==> src/rtl/nv_fifo_pkg.sv <==
`default_nettype none
// ============================================================================
// Module  : nv_fifo_pkg
// Brief   : Shared sizing constants and helpers for the 128x11 FIFO controller.
// Rev     : 1.0  initial release
// ============================================================================
package nv_fifo_pkg;
    localparam int DEPTH      = 128;
    localparam int WIDTH      = 11;
    localparam int AW         = 7;
    localparam int OBUF_DEPTH = 3;
    localparam int CNT_W      = 8;

    // Output-buffer pointers wrap at OBUF_DEPTH, not at a power of two.
    function automatic logic [1:0] obuf_next(input logic [1:0] p);
        return (p == 2'(OBUF_DEPTH - 1)) ? 2'd0 : p + 2'd1;
    endfunction
endpackage
`default_nettype wire

==> src/rtl/nv_fifo_obuf3x11.sv <==
`default_nettype none
// ============================================================================
// Module  : nv_fifo_obuf3x11
// Brief   : 3-entry flop FIFO that absorbs the RAM read latency.
// Rev     : 1.0  initial release
// ============================================================================
module nv_fifo_obuf3x11
    import nv_fifo_pkg::*;
(
    input  logic             clk,
    input  logic             rst,
    input  logic             i_push,
    input  logic [WIDTH-1:0] i_data,
    input  logic             i_pop,
    output logic [WIDTH-1:0] o_data,
    output logic [1:0]       o_count
);
    logic [WIDTH-1:0] r_mem [OBUF_DEPTH];
    logic [1:0]       r_wp;
    logic [1:0]       r_rp;
    logic [1:0]       r_cnt;

    assign o_data  = r_mem[r_rp];
    assign o_count = r_cnt;

    always_ff @(posedge clk) begin
        if (i_push) begin
            r_mem[r_wp] <= i_data;
        end
    end

    always_ff @(posedge clk) begin
        if (rst) begin
            r_wp  <= 2'd0;
            r_rp  <= 2'd0;
            r_cnt <= 2'd0;
        end else begin
            if (i_push) begin
                r_wp <= obuf_next(r_wp);
            end
            if (i_pop) begin
                r_rp <= obuf_next(r_rp);
            end
            case ({i_push, i_pop})
                2'b10:   r_cnt <= r_cnt + 2'd1;
                2'b01:   r_cnt <= r_cnt - 2'd1;
                default: r_cnt <= r_cnt;
            endcase
        end
    end
endmodule
`default_nettype wire

==> src/rtl/nv_ram_rwsp_128x11.sv <==
`default_nettype none
// ============================================================================
// Module  : nv_ram_rwsp_128x11
// Brief   : Behavioral model of the 128x11 RAM macro, registered address then
//           registered output (two-stage read).
// Rev     : 1.0  initial release
// ============================================================================
module nv_ram_rwsp_128x11 (
    input  logic        clk,
    input  logic        re,
    input  logic [6:0]  ra,
    input  logic        ore,
    output logic [10:0] dout,
    input  logic        we,
    input  logic [6:0]  wa,
    input  logic [10:0] di,
    input  logic [31:0] pwrbus_ram_pd
);
    logic [10:0] r_mem [128];
    logic [6:0]  r_ra;
    logic [10:0] r_dout;
    logic        w_pwr_unused;

    assign w_pwr_unused = ^pwrbus_ram_pd;
    assign dout         = r_dout;

    always_ff @(posedge clk) begin
        if (we) begin
            r_mem[wa] <= di;
        end
        if (re) begin
            r_ra <= ra;
        end
        if (ore) begin
            r_dout <= r_mem[r_ra];
        end
    end
endmodule
`default_nettype wire

==> src/rtl/nv_fifo_128x11_ctrl.sv <==
`default_nettype none
// ============================================================================
// Module  : nv_fifo_128x11_ctrl
// Brief   : 128x11 valid/ready FIFO around a two-stage-read RAM macro.
// Rev     : 1.0  initial release
// ============================================================================
module nv_fifo_128x11_ctrl
    import nv_fifo_pkg::*;
(
    input  logic             nvdla_core_clk,
    input  logic             nvdla_core_rst,
    input  logic             wr_pvld,
    output logic             wr_prdy,
    input  logic [WIDTH-1:0] wr_pd,
    output logic             rd_pvld,
    input  logic             rd_prdy,
    output logic [WIDTH-1:0] rd_pd,
    output logic [CNT_W-1:0] fifo_cnt,
    input  logic [31:0]      pwrbus_ram_pd
);
    logic [AW-1:0]    r_wr_ptr;
    logic [AW-1:0]    r_rd_ptr;
    logic [CNT_W-1:0] r_ram_cnt;
    logic [CNT_W-1:0] r_fifo_cnt;
    logic             r_s1_vld;
    logic             r_s2_vld;

    logic             w_wr;
    logic             w_pop;
    logic             w_re;
    logic             w_ore;
    logic             w_credit;
    logic [2:0]       w_inflight;
    logic [1:0]       w_ob_cnt;
    logic [WIDTH-1:0] w_ram_dout;

    // Ready depends only on registered state, never on the read side.
    assign wr_prdy  = !nvdla_core_rst && (r_ram_cnt != CNT_W'(DEPTH));
    assign rd_pvld  = !nvdla_core_rst && (w_ob_cnt != 2'd0);
    assign fifo_cnt = nvdla_core_rst ? '0 : r_fifo_cnt;

    assign w_wr  = wr_pvld && wr_prdy;
    assign w_pop = rd_pvld && rd_prdy;

    // Slots already promised to s1, s2 and the buffer, less the one leaving now.
    assign w_inflight = {2'b00, r_s1_vld} + {2'b00, r_s2_vld} + {1'b0, w_ob_cnt};
    assign w_credit   = w_inflight < (3'(OBUF_DEPTH) + {2'b00, w_pop});
    assign w_re       = !nvdla_core_rst && (r_ram_cnt != '0) && w_credit;
    assign w_ore      = !nvdla_core_rst && r_s1_vld;

    always_ff @(posedge nvdla_core_clk) begin
        if (nvdla_core_rst) begin
            r_wr_ptr   <= '0;
            r_rd_ptr   <= '0;
            r_ram_cnt  <= '0;
            r_fifo_cnt <= '0;
            r_s1_vld   <= 1'b0;
            r_s2_vld   <= 1'b0;
        end else begin
            if (w_wr) begin
                r_wr_ptr <= r_wr_ptr + AW'(1);
            end
            if (w_re) begin
                r_rd_ptr <= r_rd_ptr + AW'(1);
            end
            case ({w_wr, w_re})
                2'b10:   r_ram_cnt <= r_ram_cnt + CNT_W'(1);
                2'b01:   r_ram_cnt <= r_ram_cnt - CNT_W'(1);
                default: r_ram_cnt <= r_ram_cnt;
            endcase
            case ({w_wr, w_pop})
                2'b10:   r_fifo_cnt <= r_fifo_cnt + CNT_W'(1);
                2'b01:   r_fifo_cnt <= r_fifo_cnt - CNT_W'(1);
                default: r_fifo_cnt <= r_fifo_cnt;
            endcase
            r_s1_vld <= w_re;
            r_s2_vld <= r_s1_vld;
        end
    end

    nv_ram_rwsp_128x11 u_ram (
        .clk           (nvdla_core_clk),
        .re            (w_re),
        .ra            (r_rd_ptr),
        .ore           (w_ore),
        .dout          (w_ram_dout),
        .we            (w_wr),
        .wa            (r_wr_ptr),
        .di            (wr_pd),
        .pwrbus_ram_pd (pwrbus_ram_pd)
    );

    nv_fifo_obuf3x11 u_obuf (
        .clk     (nvdla_core_clk),
        .rst     (nvdla_core_rst),
        .i_push  (r_s2_vld),
        .i_data  (w_ram_dout),
        .i_pop   (w_pop),
        .o_data  (rd_pd),
        .o_count (w_ob_cnt)
    );
endmodule
`default_nettype wire

==> config.mk <==
export PLATFORM = sky130hd
export DESIGN_NAME = nv_fifo_128x11_ctrl
export DESIGN_NICKNAME = d
export VERILOG_FILES = /design/src/rtl/nv_fifo_pkg.sv /design/src/rtl/nv_fifo_obuf3x11.sv /design/src/rtl/nv_ram_rwsp_128x11.sv /design/src/rtl/nv_fifo_128x11_ctrl.sv
export SDC_FILE = /design/constraint.sdc
export NUM_CORES = 1
export LEC_CHECK = 0
export ABC_AREA = 0
export BUFFER_PORTS_ARGS = -buffer_cell sky130_fd_sc_hd__clkbuf_2
export CAP_MARGIN = 15
export CORE_MARGIN = 5
export CORE_UTILIZATION = 55
export CTS_CLUSTER_DIAMETER = 40
export DETAILED_ROUTE_END_ITERATION = 12
export PLACE_DENSITY = 0.7
export SYNTH_ARGS = -nofsm -noshare
export SYNTH_HDL_FRONTEND = slang
export SYNTH_HIERARCHICAL = 1
export SYNTH_SLANG_ARGS = --single-unit
export TNS_END_PERCENT = 100
==> constraint.sdc <==
create_clock -name nvdla_core_clk -period 7.8 [get_ports nvdla_core_clk]
set_clock_uncertainty 0.1 [all_clocks]
set_input_delay 1.17 -clock nvdla_core_clk [delete_from_list [all_inputs] [get_ports nvdla_core_clk]]
set_output_delay 1.17 -clock nvdla_core_clk [all_outputs]
set_load 0.005 [all_outputs]
## Yosys cells after proc, flatten, opt, wreduce, memory -nomap -nowiden

Memory sizes are Yosys's and may differ from the RTL's. A register that Yosys moved wholly into a read port is not among the register bits.
Cells that the tools add are included.

| word-level totals | value |
|---|---|
| word-level logic and storage cells | 60 |
| RAM bits | 1441 |
| bits in registers | 45 |
| memories kept | 2 |

Memory list:

| memory | depth | width | rd ports | clocked after memory_dff | wr ports | line | text |
|---|---|---|---|---|---|---|---|
| u_ram.r_mem | 128 | 11 | 1 | 1 | 1 | nv_ram_rwsp_128x11.sv:19 | `logic [10:0] r_mem [128];` |
| u_obuf.r_mem | 3 | 11 | 1 | 1 | 1 | nv_fifo_obuf3x11.sv:18 | `logic [WIDTH-1:0] r_mem [OBUF_DEPTH];` |

| operators by class | value |
|---|---|
| order comparisons | 1 |
| add/sub/neg operators | 13 |
| eq/ne operators | 9 |
| multiplexer cells | 12 |
| reductions and logical operators | 13 |

Operators by type and width:

| cell | count |
|---|---|
| one-hot mux 8 bit (2 select lines) | 2 |
| adder 8 x 1 -> 8 bit (second input constant) | 2 |
| subtractor 8 x 1 -> 8 bit (second input constant) | 2 |
| adder 7 x 1 -> 7 bit (second input constant) | 2 |
| equality test 2 bit (second input constant) | 5 |
| two-way mux 2 bit | 4 |
| two-way mux 8 bit | 1 |
| inequality test 8 bit (second input constant) | 1 |
| nonzero test 2 bit | 4 |
| nonzero test 8 bit | 1 |
| logical AND 1 bit | 7 |
| adder 2 x 1 -> 2 bit (second input constant) | 3 |
| equality test 2 x 1 -> 1 bit (second input constant) | 3 |
| two-way mux 1 bit | 4 |
| one-hot mux 2 bit (2 select lines) | 1 |
| adder 2 x 1 -> 3 bit (first input constant) | 1 |
| adder 2 x 2 -> 3 bit | 1 |
| less-than comparator 3 bit | 1 |
| adder 1 x 1 -> 2 bit | 1 |
| subtractor 2 x 1 -> 2 bit (second input constant) | 1 |
| zero test 1 bit | 1 |

## Logic depth before layout (Yosys ltp)

Gate-level depths: netlist (run 1).

| depth | value |
|---|---|
| depth in word-level cells | 8 |
| depth in mapped cells | 15 |
| mapped depth without buffers | 15 |

## Hierarchy

The synthesis (run 1) kept the hierarchy.

By module, submodules not included:

| module | area each (um2) | times used | cells an instance | seq. area each (um2) |
|---|---|---|---|---|
| nv_ram_rwsp_128x11 | 54543.6 | 1 | 2185 | 42821.1 |
| nv_fifo_128x11_ctrl | 2009.4 | 1 | 238 | 640.6 |
| nv_fifo_obuf3x11 | 1514.0 | 1 | 101 | 1151.1 |

## Least setup slack after synthesis (run 1)

OpenSTA, ideal clock, no wires.

| path | value |
|---|---|
| path kind | in2reg |
| from | in nvdla_core_rst |
| to | reg r_ram_cnt[7] |
| cell stages on the path | 10 |
| required time | 7579 ps |
| arrival | 3735 ps |
| setup time | 121 ps |
| path buffers | 1 |
| slack | 3844 ps |
| cells stage by stage | buf_2 -> a311o_4 -> nor2_2 -> ha_1 -> ha_1 -> a211oi_1 -> o211ai_1 -> o21ai_0 -> mux2i_1 -> mux2_2 |

| on the way | value |
|---|---|
| word-level cells in the longest chain between the ends | 8 |
| elaborated cells between the ends (all ways) | 13 |
| those cells by class | add/sub (1); order compare (1); eq/ne (2); mux (1); reduce/logical (8) |

RTL lines:

| element | line | text |
|---|---|---|
| start: declaration | nv_fifo_128x11_ctrl.sv:11 | `input logic nvdla_core_rst,` |
| zero test 1 bit (*) | nv_fifo_128x11_ctrl.sv:39, nv_fifo_128x11_ctrl.sv:48 |  |
| logical AND 1 bit | nv_fifo_128x11_ctrl.sv:39 | `assign rd_pvld = !nvdla_core_rst && (w_ob_cnt != 2'd0);` |
| logical AND 1 bit | nv_fifo_128x11_ctrl.sv:43 | `assign w_pop = rd_pvld && rd_prdy;` |
| adder 2 x 1 -> 3 bit | nv_fifo_128x11_ctrl.sv:47 | `assign w_credit = w_inflight < (3'(OBUF_DEPTH) + {2'b00, w_pop});` |
| less-than comparator 3 bit | nv_fifo_128x11_ctrl.sv:47 |  |
| logical AND 1 bit (*) | nv_fifo_128x11_ctrl.sv:48 | `assign w_re = !nvdla_core_rst && (r_ram_cnt != '0) && w_credit;` |
| net w_re | nv_fifo_128x11_ctrl.sv:30 | `logic w_re;` |
| equality test 2 x 1 -> 1 bit / equality test 2 bit (equally long branches) | nv_fifo_128x11_ctrl.sv:66 | `case ({w_wr, w_re})` |
| one-hot mux 8 bit (2 select lines) / nonzero test 2 bit (equally long branches) | n/a |  |
| end signal: assignment | nv_fifo_128x11_ctrl.sv:67 | `2'b10: r_ram_cnt <= r_ram_cnt + CNT_W'(1);` |
| end signal: assignment | nv_fifo_128x11_ctrl.sv:68 | `2'b01: r_ram_cnt <= r_ram_cnt - CNT_W'(1);` |
| end signal: assignment | nv_fifo_128x11_ctrl.sv:69 | `default: r_ram_cnt <= r_ram_cnt;` |
| end: declaration | nv_fifo_128x11_ctrl.sv:23 | `logic [CNT_W-1:0] r_ram_cnt;` |

The timed path passes the listed nets; every way through them passes the cells marked *.
A chain may end at the register's enable or synchronous reset.

==> summary.txt, run 1 <==
Clock tree
  • Clock Pin Slew Worst Setup and Hold Paths: approximately 0.060 ns
  • Hold-fix buffers, CTS: 0
  • Skew-Pair Late Insertion Delay: a little under 0.8 ns
  • Number of CTS-inserted buffers: between 150 and 200
  • Resize count post-CTS: 0
  • Num Clock Sinks: around 1500
  • CTS root buffer: clkbuf_16
  • CTS Buffer Depth: 3
  • Post-CTS setup buffers: 0
  • H-Tree Depth: 4
  • TritonCTS clock tree: built

Route
  • Iteration-0 DRC Markers: between 3000 and 4000
  • Routed WL: about 130000 um
  • # DRC: 0
  • Via Count: between 20000 and 30000
  • Post-DRT Antenna Nets: 0
  • Router iterations before antenna repair: 9
  • Vias per Instance: 6.40
  • WL per Instance: 30.4 um

Worst setup path
  • WS Path Type: register to register
  • Crit path DAT: 4.78 ns
  • Type of origin of the critical path: register
  • CP required: 8.20 ns
  • CP Capture Type: register
  • Maximum fanout along the worst path: 94

STA
  • Min Hold Slack: about 0.37 ns
  • Setup violators final: 0
  • Final Cycle Share: a little under three fifths
  • Minimum clock period: between 4 and 5 ns
  • Slew Viols, Final: 0
  • Max Fclk: 0.228 GHz
  • RSZ-0062 raised after global routing: no
  • Relative slew slack: about 17%
  • Hold Vio Cnt, Final: 0
  • Setup TNS: 0 ns
  • Least-Margin Pin Slew: 1.23 ns

Die
  • # rows: roughly 120
  • Die Wd: ~330 um
  • Die span in y: 335 um
  • Core Box Area: roughly 0.11 sq mm
  • Die Area: between 0.1 and 0.15 sq mm
  • Boundary Pins: 68
  • Initial Util: between 50% and 60%

Power and ir drop
  • Comb power frac: 22.6%
  • Pint: roughly 16 mW
  • Clock power frac: approximately a third
  • Psw: 5.71 mW
  • Maximum vdd drop: ~0.27 mV
  • Power share of the sequential group: a little over two fifths
  • Pwr dens: ~330 mW/mm^2
  • Static Leakage: ~20 nW
  • Sw Ratio: around 27%
  • Final total power: around 21 mW

Global routing
  • Grt total ovfl: 0
  • Tot GR Track Use: a little under a quarter
  • Initial antenna violation count: 3
  • Largest net degree at the start of global routing: 150
  • Vias in the first global route: around 27000
  • First-pass GRT wire length: between 150000 and 200000 um

Final layout
  • Most frequent cells in the layout: 1459 x edfxtp_1, 462 x mux4_2, 170 x clkbuf_16
  • Filler cells: roughly 7000
  • N_diodes: 0
  • Multi-input gate area: about 0.013 sq mm
  • Reg area: roughly 0.045 sq mm
  • Layout area overhead: 12.5%
  • Commonest non-fill, non-tap cell in the layout: edfxtp_1
  • Share of post-route cells with drive strength above 1: approximately 30%
  • Fin nets: between 2000 and 3000

Synth
  • Synth unique cells: 48
  • Post-synthesis sequential area ratio: around three quarters
  • Async S/R FF share, synth: 0%
  • Cells after synthesis: 2524
  • Ys Warns: 6
  • Synth area leaders: edfxtp_1 75%, mux4_2 18%, dfxtp_1 1.4%
  • Syn Area/Cell: 23.0 sq um
  • Syn_nets: approximately 2600
  • Number of flops mapped to enable cells by yosys: about 1500
  • Mapped Area: 0.0581 sq mm
  • Yosys top cell area share: around three quarters
  • FF+latch count, synth: between 1000 and 1500
  • Top_reg_cell synth: edfxtp_1
  • Largest area contributor in the netlist: edfxtp_1

Placed design
  • PortBufs: 35
  • GP Congestion: 0.844
  • Post-DP HPWL: 75200 um

Hold path
  • Hold Crit Class: register to register

Status
  • Status: finished, final reports clean

Run
  • Max cap viols: 0
[registers in the layout, indices dropped and copies added, names as in the netlist, 2 cells and up, named ones only]
signal,count
u_ram/r_mem,1408
u_obuf/r_mem,33
u_ram/dout,11
r_fifo_cnt,8
r_ram_cnt,8
r_rd_ptr,7
r_wr_ptr,7
u_ram/r_ra,7
u_obuf/o_count,2
u_obuf/r_rp,2
u_obuf/r_wp,2
[worst max-delay path: stages (launching register included)]
cell	delay [ns]
edfxtp_1	0.60
buf_12	0.57
buf_4	0.60
mux4_2	0.61
mux4_2	0.53
mux4_2	0.58
mux2_2	0.33
[worst paths after layout]
path	from	end	slack (ns)	cells after the start
setup / recovery	u_ram/r_ra[0]	u_ram/dout[8]	3.42	6
setup reg to reg	u_ram/r_ra[0]	u_ram/dout[8]	3.42	6
hold / removal	r_rd_ptr[6]	u_ram/r_ra[6]	0.37	0
hold reg to reg	r_rd_ptr[6]	u_ram/r_ra[6]	0.37	0
[per-stage QoR]
| step | instance area [sq um] | utilization, % | setup slack (ns) | instances |
|---|---|---|---|---|
| floorplan | 58100 | - | 3.84 | 2524 |
| global placement | 60000 | 57.0 | 2.73 | 3880 |
| detailed placement | 60000 | 57.1 | 2.69 | 3885 |
| CTS | 65200 | 62.0 | 3.30 | 4180 |
| global route | 65300 | 62.1 | 3.11 | 4191 |
| finish | 65300 | 62.1 | 3.42 | 4191 |
[routing by layer]
metal | vias to the layer above | routed length (um) | part of all wire [%] | global-route usage (%)
met2 | 1259 | 64100 | 50 | 37.4
met4 | 0 | 2510 | 2.0 | 5.54
met1 | 14426 | 49700 | 39 | 33.1
met3 | 154 | 10900 | 8.5 | 4.65
met5 | - | 0 | 0 | 0
li1 | 10995 | - | - | -
[power by group through the flow]
stage | clock network [mW] | registers (mW) | logic (mW)
after global placement | 0 | 9.25 | 4.76
after global routing | 7.88 | 9.10 | 5.04
after floorplan | 0 | 9.19 | 3.30
after CTS | 7.49 | 9.09 | 4.86
after detailed placement | 0 | 9.26 | 4.83
final | 7.36 | 9.09 | 4.79
[cells in the mapped netlist (all sizes together), types with 2 or more instances]
master and number:
mux2i 17, nor3b 2, a21oi 17, nor3 17, nand4 6, nor4 2
o21ai 23, dfxtp 40, a211oi 3, xnor2 9, and3 2, a21o 2
o21ba 2, edfxtp 1459, mux2 14, nor2 163, nand3 17, a31oi 3
inv 20, o21a 3, nand2b 3, or3 4, xor2 9, ha 18
clkbuf 70, nand2 42, mux4 462, nor2b 17, o211ai 5, buf 56
nor4b 2, fa 3, and2 4
[cell families (layout without fill, tap and decap cells)]
| group | after synthesis | after routing | share of synthesized area [%] |
|---|---|---|---|
| AO/OA/AOI/OAI | 63 | 63 | 0.700 |
| XOR/XNOR | 18 | 18 | 0.272 |
| adder cells (fa/ha/maj) | 21 | 21 | 0.491 |
| buffers and inverters | 146 | 422 | 1.06 |
| flip-flops | 1499 | 1499 | 76.8 |
| multiplexers | 493 | 493 | 18.5 |
| AND/OR/NAND/NOR | 284 | 284 | 2.17 |
[layout make-up]
| type | instances | share of cell area, % |
|---|---|---|
| Inverter | 20 | 0.115 |
| Tap cell | 1391 | 2.67 |
| Clock buffer | 199 | 6.70 |
| Multi-Input combinational cell | 879 | 19.7 |
| Timing Repair Buffer | 107 | 1.27 |
| Clock inverter | 96 | 1.27 |
| Sequential cell | 1499 | 68.3 |
No activity file was read; power rests on OpenSTA's default activity.
==> inputs of run 2 (changes only) <==
==> constraint.sdc (replaced) <==
create_clock -name nvdla_core_clk -period 4.4 [get_ports nvdla_core_clk]
set_clock_uncertainty 0.1 [all_clocks]
set_input_delay 0.66 -clock nvdla_core_clk [delete_from_list [all_inputs] [get_ports nvdla_core_clk]]
set_output_delay 0.66 -clock nvdla_core_clk [all_outputs]
set_load 0.005 [all_outputs]
==> run 2 against run 1 <==
Compared with the run above:
- sequential power rose by 78%
- sequential share of layout area shrank 1.3 points
- clock power rose by 83%
- via count up 0.88%
- global-route usage decreased by 0.15 points
- first-iteration DRC count down 6.7%
- die area did not move
- core utilization is 1.2 points higher
- critical path type unchanged
- largest power group unchanged
==> summary.txt, run 2 (synthesized netlist as in run 1, its figures left out) <==
Route
  • Via Count: 27071 (+0.88%)
  • Vias per Instance: 6.27 (-2.0%)
  • Iteration-0 DRC Markers: 3015 (-6.7%)
  • Routed WL: 126000 um (-0.65%)
  • # DRC: 0 (unchanged)
  • Router iterations before antenna repair: 5 (-4)
  • Post-DRT Antenna Nets: 0 (unchanged)
  • WL per Instance: 29.3 um (-3.5%)

Global routing
  • Initial antenna violation count: 2 (-1)
  • Vias in the first global route: 27668 (+1.6%)
  • Tot GR Track Use: 22.9% (-0.15 points)
  • Largest net degree at the start of global routing: 105 (-30%)
  • First-pass GRT wire length: 187000 um (-0.32%)
  • Grt total ovfl: 0 (unchanged)

STA
  • RSZ-0062 raised after global routing: no
  • Setup violators final: 0 (unchanged)
  • Setup TNS: 0 ns (unchanged)
  • Final Cycle Share: 81.5% (+25 points)
  • Max Fclk: 0.279 GHz (+22%)
  • Relative slew slack: 21.3% (+4.0 points)
  • Least-Margin Pin Slew: 1.18 ns (-0.0551 ns)
  • PnR worst setup slack: 0.814 ns (-2.60 ns)
  • Minimum clock period: 3.59 ns (-0.796 ns)
  • Slew Viols, Final: 0 (unchanged)
  • Hold Vio Cnt, Final: 0 (unchanged)

Die
  • Die Area: 0.112 sq mm (unchanged)
  • Boundary Pins: 68 (unchanged)
  • Core Box Area: 0.105 sq mm (unchanged)
  • Die span in y: 335 um (unchanged)
  • # rows: 119 (unchanged)
  • Initial Util: 55.2% (unchanged)
  • Die Wd: 335 um (unchanged)

Final layout
  • Max FFs per register: 1408 (unchanged)
  • Design area: 0.0666 sq mm (+2.0%)
  • Fin nets: 2858 (+4.4%)
  • Most frequent cells in the layout: 1459 x edfxtp_1, 462 x mux4_2, 181 x buf_4
  • Layout area overhead: 14.7%
  • Filler cells: 6853 (-2.0%)
  • Share of post-route cells with drive strength above 1: 32.9% (+3.3 points)
  • Commonest non-fill, non-tap cell in the layout: edfxtp_1
  • Most flops, register: u_ram/r_mem
  • Non-Filler Instances: 4315 (+3.0%)

Worst setup path
  • CP required: 4.79 ns (-3.41 ns)
  • CP Capture Type: register
  • WS Path Type: register to register
  • Maximum fanout along the worst path: 36 (-62%)
  • Crit path DAT: 3.98 ns (-0.80 ns)
  • Type of origin of the critical path: register

Clock tree
  • CTS root buffer: clkbuf_16
  • Hold-fix buffers, CTS: 0 (unchanged)
  • TritonCTS clock tree: built
  • Post-CTS setup buffers: 0 (unchanged)
  • Number of CTS-inserted buffers: 165 (+1.2%)
  • Resize count post-CTS: 0 (unchanged)
  • Clock Pin Slew Worst Setup and Hold Paths: 0.06 ns (about the same)
  • Num Clock Sinks: 1499 (unchanged)
  • CTS Buffer Depth: 3 (unchanged)
  • H-Tree Depth: 4 (unchanged)
  • Skew-Pair Late Insertion Delay: 0.75 ns (-0.02 ns)

Power and ir drop
  • Power share of the sequential group: 42.2% (-0.6 points)
  • Maximum vdd drop: 0.406 mV (+51%)
  • Pwr dens: 575 mW/mm^2 (+77%)
  • Static Leakage: 21.0 nW (+4.2%)
  • Sw Ratio: 26.3% (-0.55 points)
  • Clock power frac: 35.4% (+0.7 points)
  • Comb power frac: 22.5% (about the same)
  • Pint: 28.2 mW (+82%)
  • Psw: 10.1 mW (+77%)

Placed design
  • PortBufs: 35 (unchanged)
  • Post-DP HPWL: 75500 um (+0.46%)
  • Placed cell area: 0.0611 sq mm (+1.9%)
  • GP Congestion: 0.846 (+0.14%)
  • Dpl cells: 4013 (+3.3%)
  • Dpl ws: 0.735 ns (-1.96 ns)

Run
  • Max cap viols: 0 (unchanged)

Status
  • Status: finished, final reports clean

Hold path
  • Hold Crit Class: primary input to register
[run 2: power by group through the flow]
stage / Sequential [mW] / Clock [mW] / Combinational (mW)
after floorplan: 16.3 / 0 / 5.84
after global placement: 16.4 / 0 / 8.46
after detailed placement: 16.5 / 0 / 8.59
after CTS: 16.2 / 13.8 / 8.68
after global routing: 16.2 / 14.4 / 9.08
final: 16.2 / 13.5 / 8.61
[run 2: through the flow]
| stage | power (mW) | util (%) | hold WS, ns |
|---|---|---|---|
| after floorplan | 22.1 | - | 0.329 |
| after global placement | 24.9 | 58.2 | 0.344 |
| after detailed placement | 25.1 | 58.2 | 0.347 |
| after CTS | 38.6 | 63.3 | 0.241 |
| after global routing | 39.7 | 63.3 | 0.263 |
| final | 38.3 | 63.3 | 0.276 |
[run 2: area by class of cell]
class,instances,area [sq um],area share (%)
Sequential cell,1499,44600,67.0
Tap cell,1391,1740,2.61
Multi-Input combinational cell,879,12800,19.3
Clock inverter,101,1050,1.58
Clock buffer,197,4360,6.55
Timing Repair Buffer,225,1890,2.83
Antenna cell,3,7.51,0.0113
Inverter,20,75.1,0.113
[run 2: path summary, 6_finish.rpt]
check                              startpoint             endpoint  slack (ns)  cells after the start
worst max-delay path            u_ram/r_ra[0]        u_ram/dout[4]        0.81                      6
worst max register to register  u_ram/r_ra[0]        u_ram/dout[4]        0.81                      6
worst min register to register    r_rd_ptr[6]        u_ram/r_ra[6]        0.37                      0
worst min-delay path                 wr_pd[1]  u_ram/r_mem[106][1]        0.28                      1
[run 2: routing by layer]
layer,global-route usage (%),up-vias,part of all wire (%)
met2,37.1,1146,50
met5,0,-,0
met3,4.12,186,7.6
met1,33.0,14519,40
met4,6.22,0,2.3
li1,-,11220,-
[run 2: worst max-delay path: stages, from the launching register on]
cell      delay (ns)
edfxtp_1        0.42
buf_12          0.32
buf_4           0.36
mux4_2          0.59
mux4_2          0.57
mux4_2          0.57
mux2_2          0.32
